[config.mk]
export PLATFORM = sky130hd
export DESIGN_NAME = irq_ctrl_4_flat
export DESIGN_NICKNAME = d
export VERILOG_FILES = /design/src/rtl/irq_pkg.sv /design/src/rtl/irq_ctrl_4_if.sv /design/src/rtl/irq_ctrl_4_encoder.sv /design/src/rtl/irq_ctrl_4.sv /design/src/flat_wrapper.sv
export SDC_FILE = /design/constraint.sdc
export NUM_CORES = 1
export LEC_CHECK = 0
export BUFFER_PORTS_ARGS = -buffer_cell sky130_fd_sc_hd__clkbuf_2
export CORE_MARGIN = 8
export CORE_UTILIZATION = 51
export DETAILED_ROUTE_END_ITERATION = 12
export PLACE_DENSITY = 0.82
export SKIP_LAST_GASP = 1
export SYNTH_ARGS = -nofsm -noshare
export SYNTH_HDL_FRONTEND = slang
export SYNTH_SLANG_ARGS = --single-unit
[constraint.sdc]
create_clock -name clk -period 1.6 [get_ports clk]
set_input_delay 0.24 -clock clk [delete_from_list [all_inputs] [get_ports clk]]
set_output_delay 0.24 -clock clk [all_outputs]
set_load 0.01 [all_outputs]
[src/rtl/irq_pkg.sv]
// rtl/irq_pkg.sv - shared types and sizes for the four-source interrupt controller
package irq_pkg;
    localparam int N_SRC = 4;
    localparam int ID_W  = 2;

    typedef enum logic [1:0] {
        IDLE    = 2'd0,
        ASSERT  = 2'd1,
        SERVICE = 2'd2
    } irq_state_e;
endpackage

[src/rtl/irq_ctrl_4_if.sv]
// rtl/irq_ctrl_4_if.sv - request/acknowledge/done handshake between controller and core trap logic
interface irq_ctrl_4_if;
    import irq_pkg::*;

    logic            irq_o;
    logic [ID_W-1:0] irq_id;
    logic            irq_ack;
    logic            irq_done;
    logic            busy_o;
    logic            timeout_o;

    modport master (
        output irq_o, irq_id, busy_o, timeout_o,
        input  irq_ack, irq_done
    );

    modport slave (
        input  irq_o, irq_id, busy_o, timeout_o,
        output irq_ack, irq_done
    );
endinterface

[src/rtl/irq_ctrl_4_encoder.sv]
// rtl/irq_ctrl_4_encoder.sv - 4-to-2 one-hot encoder; zero input encodes to 0
module Encoder_4 (
    input  logic [3:0] onehot,
    output logic [1:0] id
);
    always_comb begin
        id = 2'd0;
        case (onehot)
            4'b0010: id = 2'd1;
            4'b0100: id = 2'd2;
            4'b1000: id = 2'd3;
            default: id = 2'd0;
        endcase
    end
endmodule

[src/rtl/irq_ctrl_4.sv]
// rtl/irq_ctrl_4.sv - edge-latched, masked, fixed-priority interrupt controller with ack/done handshake
module irq_ctrl_4
    import irq_pkg::*;
#(
    parameter int TIMEOUT = 16
) (
    input  logic             clk,
    input  logic             rst,
    input  logic [N_SRC-1:0] irq_src,
    input  logic             mask_we,
    input  logic [N_SRC-1:0] mask_wdata,
    output logic [N_SRC-1:0] mask_o,
    output logic [N_SRC-1:0] pending_o,
    irq_ctrl_4_if.master     bus
);
    localparam logic [7:0] TO_LAST = (TIMEOUT == 0) ? 8'd0 : 8'(TIMEOUT - 1);

    logic [N_SRC-1:0] src_q;
    logic [N_SRC-1:0] pending;
    logic [N_SRC-1:0] mask;
    logic [N_SRC-1:0] rise;
    logic [N_SRC-1:0] clr;
    logic [N_SRC-1:0] cand;
    logic [N_SRC-1:0] gnt;
    logic [ID_W-1:0]  enc_id;
    logic [ID_W-1:0]  id_r;
    logic [7:0]       cnt;
    irq_state_e       state;
    logic             irq_r;
    logic             busy_r;
    logic             to_r;
    logic             ack_take;
    logic             timeout_hit;

    assign ack_take    = (state == ASSERT) && bus.irq_ack;
    assign timeout_hit = (TIMEOUT != 0) && (cnt == TO_LAST);

    assign rise = irq_src & ~src_q;
    assign clr  = ack_take ? (N_SRC'(1) << id_r) : '0;

    // Two's-complement trick isolates the lowest set bit, so gnt is always one-hot or zero.
    assign cand = pending & mask;
    assign gnt  = cand & (~cand + N_SRC'(1));

    Encoder_4 u_enc (
        .onehot (gnt),
        .id     (enc_id)
    );

    always_ff @(posedge clk) begin
        if (rst) begin
            src_q   <= '0;
            pending <= '0;
            mask    <= '0;
        end else begin
            src_q   <= irq_src;
            pending <= (pending & ~clr) | rise;
            if (mask_we) begin
                mask <= mask_wdata;
            end
        end
    end

    always_ff @(posedge clk) begin
        if (rst) begin
            state  <= IDLE;
            id_r   <= '0;
            cnt    <= '0;
            irq_r  <= 1'b0;
            busy_r <= 1'b0;
            to_r   <= 1'b0;
        end else begin
            to_r <= 1'b0;
            case (state)
                IDLE: begin
                    if (cand != '0) begin
                        id_r  <= enc_id;
                        cnt   <= '0;
                        irq_r <= 1'b1;
                        state <= ASSERT;
                    end
                end
                ASSERT: begin
                    // Ack is checked first so it beats a timeout landing on the same edge.
                    if (bus.irq_ack) begin
                        irq_r  <= 1'b0;
                        busy_r <= 1'b1;
                        state  <= SERVICE;
                    end else if (timeout_hit) begin
                        irq_r <= 1'b0;
                        to_r  <= 1'b1;
                        state <= IDLE;
                    end else begin
                        cnt <= cnt + 8'd1;
                    end
                end
                SERVICE: begin
                    if (bus.irq_done) begin
                        busy_r <= 1'b0;
                        state  <= IDLE;
                    end
                end
                default: begin
                    irq_r  <= 1'b0;
                    busy_r <= 1'b0;
                    state  <= IDLE;
                end
            endcase
        end
    end

    assign mask_o        = mask;
    assign pending_o     = pending;
    assign bus.irq_o     = irq_r;
    assign bus.irq_id    = id_r;
    assign bus.busy_o    = busy_r;
    assign bus.timeout_o = to_r;
endmodule

[src/flat_wrapper.sv]
// flat-port wrapper written by rule: the top's interface ports become plain ports
module irq_ctrl_4_flat import irq_pkg::*;
#(
    parameter int TIMEOUT = 16
)
  (clk, rst, irq_src, mask_we, mask_wdata, mask_o, pending_o, bus_irq_o, bus_irq_id, bus_busy_o, bus_timeout_o, bus_irq_ack, bus_irq_done);
  irq_ctrl_4_if bus_i ();
  input  logic clk;
  input  logic rst;
  input  logic [N_SRC-1:0] irq_src;
  input  logic mask_we;
  input  logic [N_SRC-1:0] mask_wdata;
  output logic [N_SRC-1:0] mask_o;
  output logic [N_SRC-1:0] pending_o;
  output wire logic [$bits(bus_i.irq_o)-1:0] bus_irq_o;
  output wire logic [$bits(bus_i.irq_id)-1:0] bus_irq_id;
  output wire logic [$bits(bus_i.busy_o)-1:0] bus_busy_o;
  output wire logic [$bits(bus_i.timeout_o)-1:0] bus_timeout_o;
  input wire logic [$bits(bus_i.irq_ack)-1:0] bus_irq_ack;
  input wire logic [$bits(bus_i.irq_done)-1:0] bus_irq_done;
  assign bus_irq_o = bus_i.irq_o;
  assign bus_irq_id = bus_i.irq_id;
  assign bus_busy_o = bus_i.busy_o;
  assign bus_timeout_o = bus_i.timeout_o;
  assign bus_i.irq_ack = bus_irq_ack;
  assign bus_i.irq_done = bus_irq_done;
  irq_ctrl_4 #(.TIMEOUT(TIMEOUT)) u_core (.clk(clk), .rst(rst), .irq_src(irq_src), .mask_we(mask_we), .mask_wdata(mask_wdata), .mask_o(mask_o), .pending_o(pending_o), .bus(bus_i));
endmodule
==> results of run 1 <==
repair_timing:
action                     4_1_cts  5_1_grt
hold buffers                     0        0
resized for setup                0        2
setup endpoints to repair        0        2
where the power goes:
part / internal [uW] / leakage [uW] / total, uW / switching [uW]
Clock: 97.1 / 0.0000150 / 273 / 176
Combinational: 65.9 / 0.000304 / 140 / 73.9
Sequential: 702 / 0.000221 / 727 / 25.2
stage by stage:
step / worst slack, ns / hold slack (ns)
finish: 0.0693 / 0.151
floorplan: 0.196 / 0.368
global route: 0.00416 / 0.150
global placement: 0.140 / 0.468
detailed placement: 0.0714 / 0.475
CTS: 0.0270 / 0.147
layer usage:
layer	global-route usage	up-vias	share of wire
li1	-	481	-
met1	0.134	423	0.43
met4	0.0427	0	0.0060
met5	0	-	0
met2	0.211	24	0.50
met3	0.0394	2	0.064
cell usage after synthesis (all sizes together), types with 3 or more instances:
cell type / instances / share of area
clkbuf: 4 / 0.014
nand2b: 3 / 0.017
a21oi: 13 / 0.059
dfxtp: 27 / 0.49
nor2: 15 / 0.051
nor2b: 6 / 0.034
o21ai: 7 / 0.042
inv: 3 / 0.010
xor2: 3 / 0.024
a211oi: 3 / 0.020
nand3: 5 / 0.023
mux2i: 5 / 0.045
sequential cells by signal (all words and copies together) (netlist names):
signal,count
u_core.bus.busy_o,1
u_core.bus.irq_id,2
u_core.state,2
u_core.pending_o,4
u_core.cnt,8
u_core.src_q,4
u_core.bus.irq_o,1
u_core.mask_o,4
u_core.bus.timeout_o,1
worst register-to-register path: cells and delay by family, from the launching register on:
family                     cells  cell delay (ns)
and+or+nand+nor                2             0.69
AOI/OAI and AO/OA              1             0.14
adders and majority gates      1             0.23
DFF                            1             0.41
worst max-delay path by stage:
stage	from	slack, ns	end
2_1_floorplan	u_core.cnt[7]$_SDFFE_PP0P_	0.20	u_core.cnt[1]$_SDFFE_PP0P_
4_1_cts	u_core.cnt[0]$_SDFFE_PP0P_	0.03	u_core.cnt[4]$_SDFFE_PP0P_
6_report	u_core.cnt[0]$_SDFFE_PP0P_	0.07	u_core.cnt[4]$_SDFFE_PP0P_
3_5_place_dp	u_core.cnt[0]$_SDFFE_PP0P_	0.07	u_core.cnt[4]$_SDFFE_PP0P_
5_1_grt	u_core.cnt[0]$_SDFFE_PP0P_	0.004	u_core.cnt[4]$_SDFFE_PP0P_
3_3_place_gp	u_core.cnt[0]$_SDFFE_PP0P_	0.14	u_core.cnt[4]$_SDFFE_PP0P_
cell type report:
class | instances | area (um^2) | share of cell area
multi-input combinational | 85 | 554 | 0.422
sequential | 27 | 541 | 0.411
timing repair buffer | 28 | 148 | 0.112
tap | 28 | 35.0 | 0.0266
clock buffer | 4 | 26.3 | 0.0200
inverter | 3 | 11.3 | 0.00856
kinds of logic (layout without fill, tap and decap cells):
group                      count (synthesis)  count (layout)  share of synthesized area
AOI/OAI and AO/OA                         29              29                      0.166
muxes                                      5               5                     0.0451
DFF                                       27              27                      0.487
xor gates and xnor gates                   4               4                     0.0316
and+or+nand+nor                           46              46                      0.236
buffers and inverters                      7              35                     0.0237
adders and majority gates                  1               1                     0.0113
==> results.toml, run 1 <==
[cts]
cts_buffers = 3
clk_latency_ns = 0.30
clock-sinks = 27
post-cts-setup-buffers = 0
cts_root_buf = "clkbuf_4"
h-tree-depth = 1
clk_pin_slew_ns = 0.13
tritoncts = "yes"
cts_max_path_buffers = 2

[routing]
drt_wl_total_um = 2320
viasPerCell = 5.31
num_vias = 930
drt_drc_violations_left = 0
drt-initial-drc-count = 38
wire_per_inst_um = 13.2
ant_nets = 0
dr.pass1.iters = 4

[sta]
max-slew-margin-rel = 0.649
report.final.slew_viol_count = 0
rsz0062_at_grt = "false"
period_share = 0.957
setup_violations = 0
setup_tns_ns = 0
hold_viol = 0
worstMarginPinSlew_ns = 0.522
skew_ns = 0.00327
fin_crit_ns = 1.53
max_freq_mhz = 653

[place]
dpl_cell_area_um2 = 1280
dp_cells = 171
numPortBuffers = 25
dpl.hpwl_um = 1820
gp_congestion = 0.815

[critical_path]
crit_chain = "ha_1 -> nand3_2 -> or4_1 -> a21oi_1"
worst-path-stages = 4
worst_r2r_endpoint = "u_core.cnt[4]$_SDFFE_PP0P_"
endpoint_kind = "flip-flop"
cp_data_arrival_time_ns = 1.77
slowest_stage = "or4_1"
cp_max_fo = 4
path_delay_family = "simple AND/OR/NAND/NOR gates"
rr_startpoint = "u_core.cnt[0]$_SDFFE_PP0P_"
path_class = "reg2reg"
cp.buffers_inverters = 0
cp-start-kind = "flip-flop"
reg2regPathDepth = 4
slowest_delay_ns = 0.53
reg2reg_slack_ns = 0.07
required_ns = 1.84

[worst_hold_path]
min_from = "irq_src[0]"
min_path_type = "in2reg"
holdPathStages = 2
hold_end = "u_core.src_q[0]$_SDFF_PP0_"

[grt]
grt_start_max_net_pins = 15
grt_overflow_total = 0
grt_pass1_vias = 953
track_usage = 0.121
antenna_found_initial = 0
grt_pass1_wl_um = 4030

[finish]
mostFrequentLayoutCell = "dfxtp_1"
drive_gt1_frac = 0.252
antenna-diode-count = 0
layout_common_cells = "dfxtp_1, clkbuf_2, nor2_1"
fin_cells = 175
syn2layout_area_growth_pct = 18.5
nNetsFinal = 162
fin_util = 0.618
fillers = 191
final_area_um2 = 1320

[power_and_ir_drop]
finalPower_uw = 1140
ir_drop_mv = 0.439
powerDensity_nw_per_um2 = 866
p_leak_uw = 0.000540

[floorplanning]
dieArea_um2 = 3930
die_h_um = 62.7
core-area_um2 = 2130
rows = 17
pin_count = 26
die_x_um = 62.7
start_util = 0.522

[synthesis]
yosysUniqueCellTypes = 32
synth.avg_cell_area_um2 = 9.33
synth_fp_nets = 133
synthCells = 119
synth-seq-cells = 27
netlist_area_um2 = 1110
postSynth.asyncResetShare = 0
synth_top_flop_cell = "dfxtp_1"
synth_edf_count = 0
synth_warnings = 0
seq_area_frac_synth = 0.487

[status]
status = "finished, final reports clean"

[job]
maxCapViolCount = 0
No activity file was read; power rests on OpenSTA's default activity.
==> inputs of run 2 (changes only) <==
--- a/config.mk
+++ b/config.mk
@@ -6,6 +6,7 @@
 export NUM_CORES = 1
 export LEC_CHECK = 0
 export BUFFER_PORTS_ARGS = -buffer_cell sky130_fd_sc_hd__clkbuf_2
+export CORE_ASPECT_RATIO = 1.1
 export CORE_MARGIN = 8
 export CORE_UTILIZATION = 51
 export DETAILED_ROUTE_END_ITERATION = 12
==> run 2 against run 1 <==
Effect of this change:
- die area is essentially flat
- wire length grew 10%
- setup slack gained 0.0021 ns
- first-iteration DRC count grew 16%
- highest routed layer unchanged
- sequential cell count is the same
- sequential share of layout area grew 0.43 points
==> results.toml, run 2 (synthesis results as in run 1) <==
[power_and_ir_drop]
pwr-share-seq = 0.631
sw_frac_of_total = 0.252
combPwrFrac = 0.121
p_leak_uw = 0.000536
p_int_uw = 862
ir_drop_mv = 0.479
finalPower_uw = 1150
power_frac_clock = 0.249
powerDensity_nw_per_um2 = 886
power_switching_uw = 290

[sta]
setup_tns_ns = 0
fin_crit_ns = 1.53
max-slew-margin-rel = 0.681
report.final.slew_viol_count = 0
setup_violations = 0
max_freq_mhz = 654
timing.final.ws_setup_ns = 0.0714
worstMarginPinSlew_ns = 0.475
holdWs_ns = 0.130
skew_ns = 0.00916
hold_viol = 0
period_share = 0.955
rsz0062_at_grt = "false"

[routing]
num_vias = 987
ant_nets = 0
drt-initial-drc-count = 44
drt_wl_total_um = 2550
viasPerCell = 5.67
dr.pass1.iters = 4
drt_drc_violations_left = 0
wire_per_inst_um = 14.6

[cts]
cts_buffers = 3
clk_pin_slew_ns = 0.14
clk_latency_ns = 0.32
post-cts-setup-buffers = 0
tritoncts = "yes"
cts_root_buf = "clkbuf_4"
cts_max_path_buffers = 2
clock-sinks = 27
h-tree-depth = 1

[floorplanning]
core-area_um2 = 2040
start_util = 0.544
dieArea_um2 = 3930
die_h_um = 64.9
die_x_um = 60.5
rows = 17
pin_count = 26

[finish]
drive_gt1_frac = 0.247
antenna-diode-count = 0
largest_reg_flops = 8
syn2layout_area_growth_pct = 17.2
fillers = 187
mostFrequentLayoutCell = "dfxtp_1"
final_area_um2 = 1300
layout_common_cells = "dfxtp_1, clkbuf_2, nor2_1"
seq_area_um2 = 541
nNetsFinal = 161
regMostFlops = "u_core.cnt"
multi_input_area_um2 = 548

[grt]
grt_pass1_vias = 998
grt_start_max_net_pins = 21
antenna_found_initial = 0
track_usage = 0.131
grt_overflow_total = 0
grt_pass1_wl_um = 4080

[place]
post-place-ws_ns = 0.0885
dpl.hpwl_um = 1920
dpl_cell_area_um2 = 1270
numPortBuffers = 25
gp_congestion = 0.875

[critical_path]
endpoint_kind = "flip-flop"
cp_max_fo = 6
slowest_delay_ns = 0.56
cp-start-kind = "flip-flop"
slowest_stage = "or4_4"
worst_r2r_endpoint = "u_core.cnt[1]$_SDFFE_PP0P_"
crit_chain = "or4_4 -> o21ai_4 -> mux2i_1 -> nor2_1"
reg2regPathDepth = 4
path_class = "reg2reg"
reg2reg_slack_ns = 0.07
rr_startpoint = "u_core.cnt[7]$_SDFFE_PP0P_"
cp_data_arrival_time_ns = 1.74
critPathLaunch = "u_core.cnt[7]$_SDFFE_PP0P_"
required_ns = 1.81

[worst_hold_path]
holdPathStages = 2
min_from = "irq_src[3]"
hold_end = "u_core.src_q[3]$_SDFF_PP0_"
min_path_type = "in2reg"

[job]
maxCapViolCount = 0

[status]
status = "finished, final reports clean"
[run 2: cell types whose count changed in the layout (fill, tap and decap cells not counted), sizes merged]
cell  previous run  this run
buf              3         2
[run 2: per-stage QoR]
step / instances / util
after floorplan: 119 / -
after global placement: 170 / 0.622
after detailed placement: 170 / 0.622
after CTS: 174 / 0.635
after global routing: 174 / 0.637
final: 174 / 0.637
[run 2: power by group through the flow]
| stage | registers (uW) | clock network, uW | logic [uW] |
|---|---|---|---|
| global placement | 739 | 0 | 134 |
| CTS | 726 | 293 | 139 |
| floorplan | 747 | 0 | 71.2 |
| detailed placement | 741 | 0 | 139 |
| finish | 727 | 287 | 139 |
| global route | 731 | 319 | 152 |
[run 2: layer usage]
metal | track usage | vias to the layer above | part of all wire
li1 | - | 478 | -
met1 | 0.141 | 461 | 0.40
met2 | 0.227 | 44 | 0.49
met3 | 0.0335 | 4 | 0.097
met4 | 0.0700 | 0 | 0.012
met5 | 0 | - | 0
[run 2: final cells by class]
| type | instances | share of cell area |
|---|---|---|
| Sequential cell | 27 | 0.415 |
| Tap cell | 28 | 0.0269 |
| Inverter | 3 | 0.00865 |
| Timing Repair Buffer | 27 | 0.108 |
| Clock buffer | 4 | 0.0202 |
| Multi-Input combinational cell | 85 | 0.421 |
[run 2: what timing repair did]
action / in CTS / in global routing
hold buffers: 0 / 0
setup endpoints to repair: 0 / 1
gates resized for setup: 0 / 1
endpoints found under the hold margin: 0 / 0
[run 2: critical path: cells and delay by family, from the launching register on]
kind            cells  cell delay [ns]
simple gates        2             0.61
mux                 1             0.21
flops               1             0.37
compound gates      1             0.23
[run 2: how the worst max path moves through the flow]
stage,to,slack (ns),cells after the start
4_1_cts,u_core.cnt[4]$_SDFFE_PP0P_,0.06,4
2_1_floorplan,u_core.cnt[1]$_SDFFE_PP0P_,0.20,4
3_3_place_gp,u_core.cnt[1]$_SDFFE_PP0P_,0.15,4
5_1_grt,u_core.cnt[4]$_SDFFE_PP0P_,0.003,4
3_5_place_dp,u_core.cnt[1]$_SDFFE_PP0P_,0.09,4
6_report,u_core.cnt[1]$_SDFFE_PP0P_,0.07,4
==> inputs of run 3 (changes only) <==
--- a/config.mk
+++ b/config.mk
@@ -10,8 +10,9 @@
 export CORE_MARGIN = 8
 export CORE_UTILIZATION = 51
 export DETAILED_ROUTE_END_ITERATION = 12
-export PLACE_DENSITY = 0.82
+export PLACE_DENSITY = 0.76
 export SKIP_LAST_GASP = 1
 export SYNTH_ARGS = -nofsm -noshare
 export SYNTH_HDL_FRONTEND = slang
 export SYNTH_SLANG_ARGS = --single-unit
+export TNS_END_PERCENT = 30
==> run 3 against run 2 <==
Effect of this change:
- die area unchanged
- via count fell by 4.2%
- largest cell class unchanged
- register-to-register slack got worse by 0.03 ns
- critical path depth unchanged
- sequential power is essentially flat
- combinational power barely moved
- clock power fell by 2%
==> results.toml, run 3 (synthesis results as in run 1) <==
[critical_path]
setup.worst_path.end = "u_core.cnt[1]$_SDFFE_PP0P_"
crit_chain = "or4_4 -> o21ai_4 -> mux2i_1 -> nor2_1"
worst_r2r_endpoint = "u_core.cnt[1]$_SDFFE_PP0P_"
required_ns = 1.81
cp-start-kind = "flip-flop"
reg2reg_slack_ns = 0.05
path_class = "reg2reg"
cp_data_arrival_time_ns = 1.77
rr_startpoint = "u_core.cnt[4]$_SDFFE_PP0P_"
slowest_delay_ns = 0.54
slowest_stage = "or4_4"
endpoint_kind = "flip-flop"
cp_max_fo = 6
worst-path-stages = 4
cp.buffers_inverters = 0
path_delay_family = "simple AND/OR/NAND/NOR gates"
critPathLaunch = "u_core.cnt[4]$_SDFFE_PP0P_"
reg2regPathDepth = 4

[sta]
holdWs_ns = 0.143
hold_viol = 0
max-slew-margin-rel = 0.657
report.final.slew_viol_count = 0
worstMarginPinSlew_ns = 0.509
setup_violations = 0
rsz0062_at_grt = "true"
fin_crit_ns = 1.55
skew_ns = 0.00382
max_freq_mhz = 643
period_share = 0.971

[grt]
track_usage = 0.125
grt_overflow_total = 0
grt_pass1_vias = 908
grt_start_max_net_pins = 21
grt_pass1_wl_um = 3930
antenna_found_initial = 0

[finish]
syn2layout_area_growth_pct = 17.2
fillers = 182
largest_reg_flops = 8
seq_area_um2 = 541
nNetsFinal = 161
drive_gt1_frac = 0.247
multi_input_area_um2 = 548
antenna-diode-count = 0
layout_common_cells = "dfxtp_1, clkbuf_2, nor2_1"
regMostFlops = "u_core.cnt"
mostFrequentLayoutCell = "dfxtp_1"

[routing]
drt_wl_total_um = 2360
viasPerCell = 5.44
wire_per_inst_um = 13.5
ant_nets = 0
dr.pass1.iters = 4
drt-initial-drc-count = 24
num_vias = 946
drt_drc_violations_left = 0

[cts]
cts_buffers = 3
clock-sinks = 27
cts_root_buf = "clkbuf_4"
post-cts-setup-buffers = 0
cts_hold_buf = 0
tritoncts = "yes"
cts_resized = 0
h-tree-depth = 1
clk_pin_slew_ns = 0.13
clk_latency_ns = 0.31
cts_max_path_buffers = 2

[place]
numPortBuffers = 25
dpl.hpwl_um = 1820
gp_congestion = 0.847

[power_and_ir_drop]
p_leak_uw = 0.000536
ir_drop_mv = 0.554
finalPower_uw = 1150
powerDensity_nw_per_um2 = 880

[floorplanning]
die_x_um = 60.5
dieArea_um2 = 3930
start_util = 0.544
rows = 17
pin_count = 26
die_h_um = 64.9
core-area_um2 = 2040

[job]
maxCapViolCount = 0

[status]
status = "finished, final reports clean"

[worst_hold_path]
min_path_type = "in2reg"
-- run 3: cell counts in the layout (fill, tap and decap cells not counted) --
Identical to the previous run, type by type.
-- run 3: layout make-up --
cell class	count	area share
repair buffers	27	0.108
flip-flops and latches	27	0.415
well taps	28	0.0269
inverters	3	0.00865
multi-input cells	85	0.421
clock buffers	4	0.0202
-- run 3: metrics by stage --
stage	cells	utilization	setup WS, ns	instance area [um^2]	setup TNS (ns)
floorplan	119	-	0.196	1110	0
global placement	170	0.622	0.154	1270	0
detailed placement	170	0.622	0.0501	1270	0
CTS	174	0.635	0.0292	1300	0
global route	174	0.637	-0.0364	1300	-0.0364
finish	174	0.637	0.0460	1300	0
-- run 3: routing by layer --
layer / track usage / vias up / share of wire
met5: 0 / - / 0
met4: 0.0671 / 0 / 0.016
met3: 0.0316 / 4 / 0.056
met2: 0.198 / 17 / 0.47
met1: 0.151 / 443 / 0.46
li1: - / 482 / -
-- run 3: worst min path at each step --
stage | from | cells past startpoint | endpoint | slack [ns]
floorplan | irq_src[0] | 1 | u_core.src_q[0]$_SDFF_PP0_ | 0.37
global placement | irq_src[3] | 2 | u_core.src_q[3]$_SDFF_PP0_ | 0.47
detailed placement | u_core.bus.irq_o$_SDFFE_PP0P_ | 2 | u_core.bus.irq_o$_SDFFE_PP0P_ | 0.47
CTS | irq_src[3] | 2 | u_core.src_q[3]$_SDFF_PP0_ | 0.14
global route | irq_src[3] | 2 | u_core.src_q[3]$_SDFF_PP0_ | 0.14
finish | irq_src[0] | 2 | u_core.src_q[0]$_SDFF_PP0_ | 0.14
-- run 3: report_power, final --
group / switching [uW] / total [uW] / internal (uW)
registers: 25.4 / 727 / 702
clock network: 184 / 281 / 97.3
logic: 74.5 / 138 / 63.3
-- run 3: worst reg2reg max path, cell delays in order (launching register included) --
cell,delay (ns)
dfxtp_1,0.38
or4_4,0.54
o21ai_4,0.23
mux2i_1,0.25
nor2_1,0.05
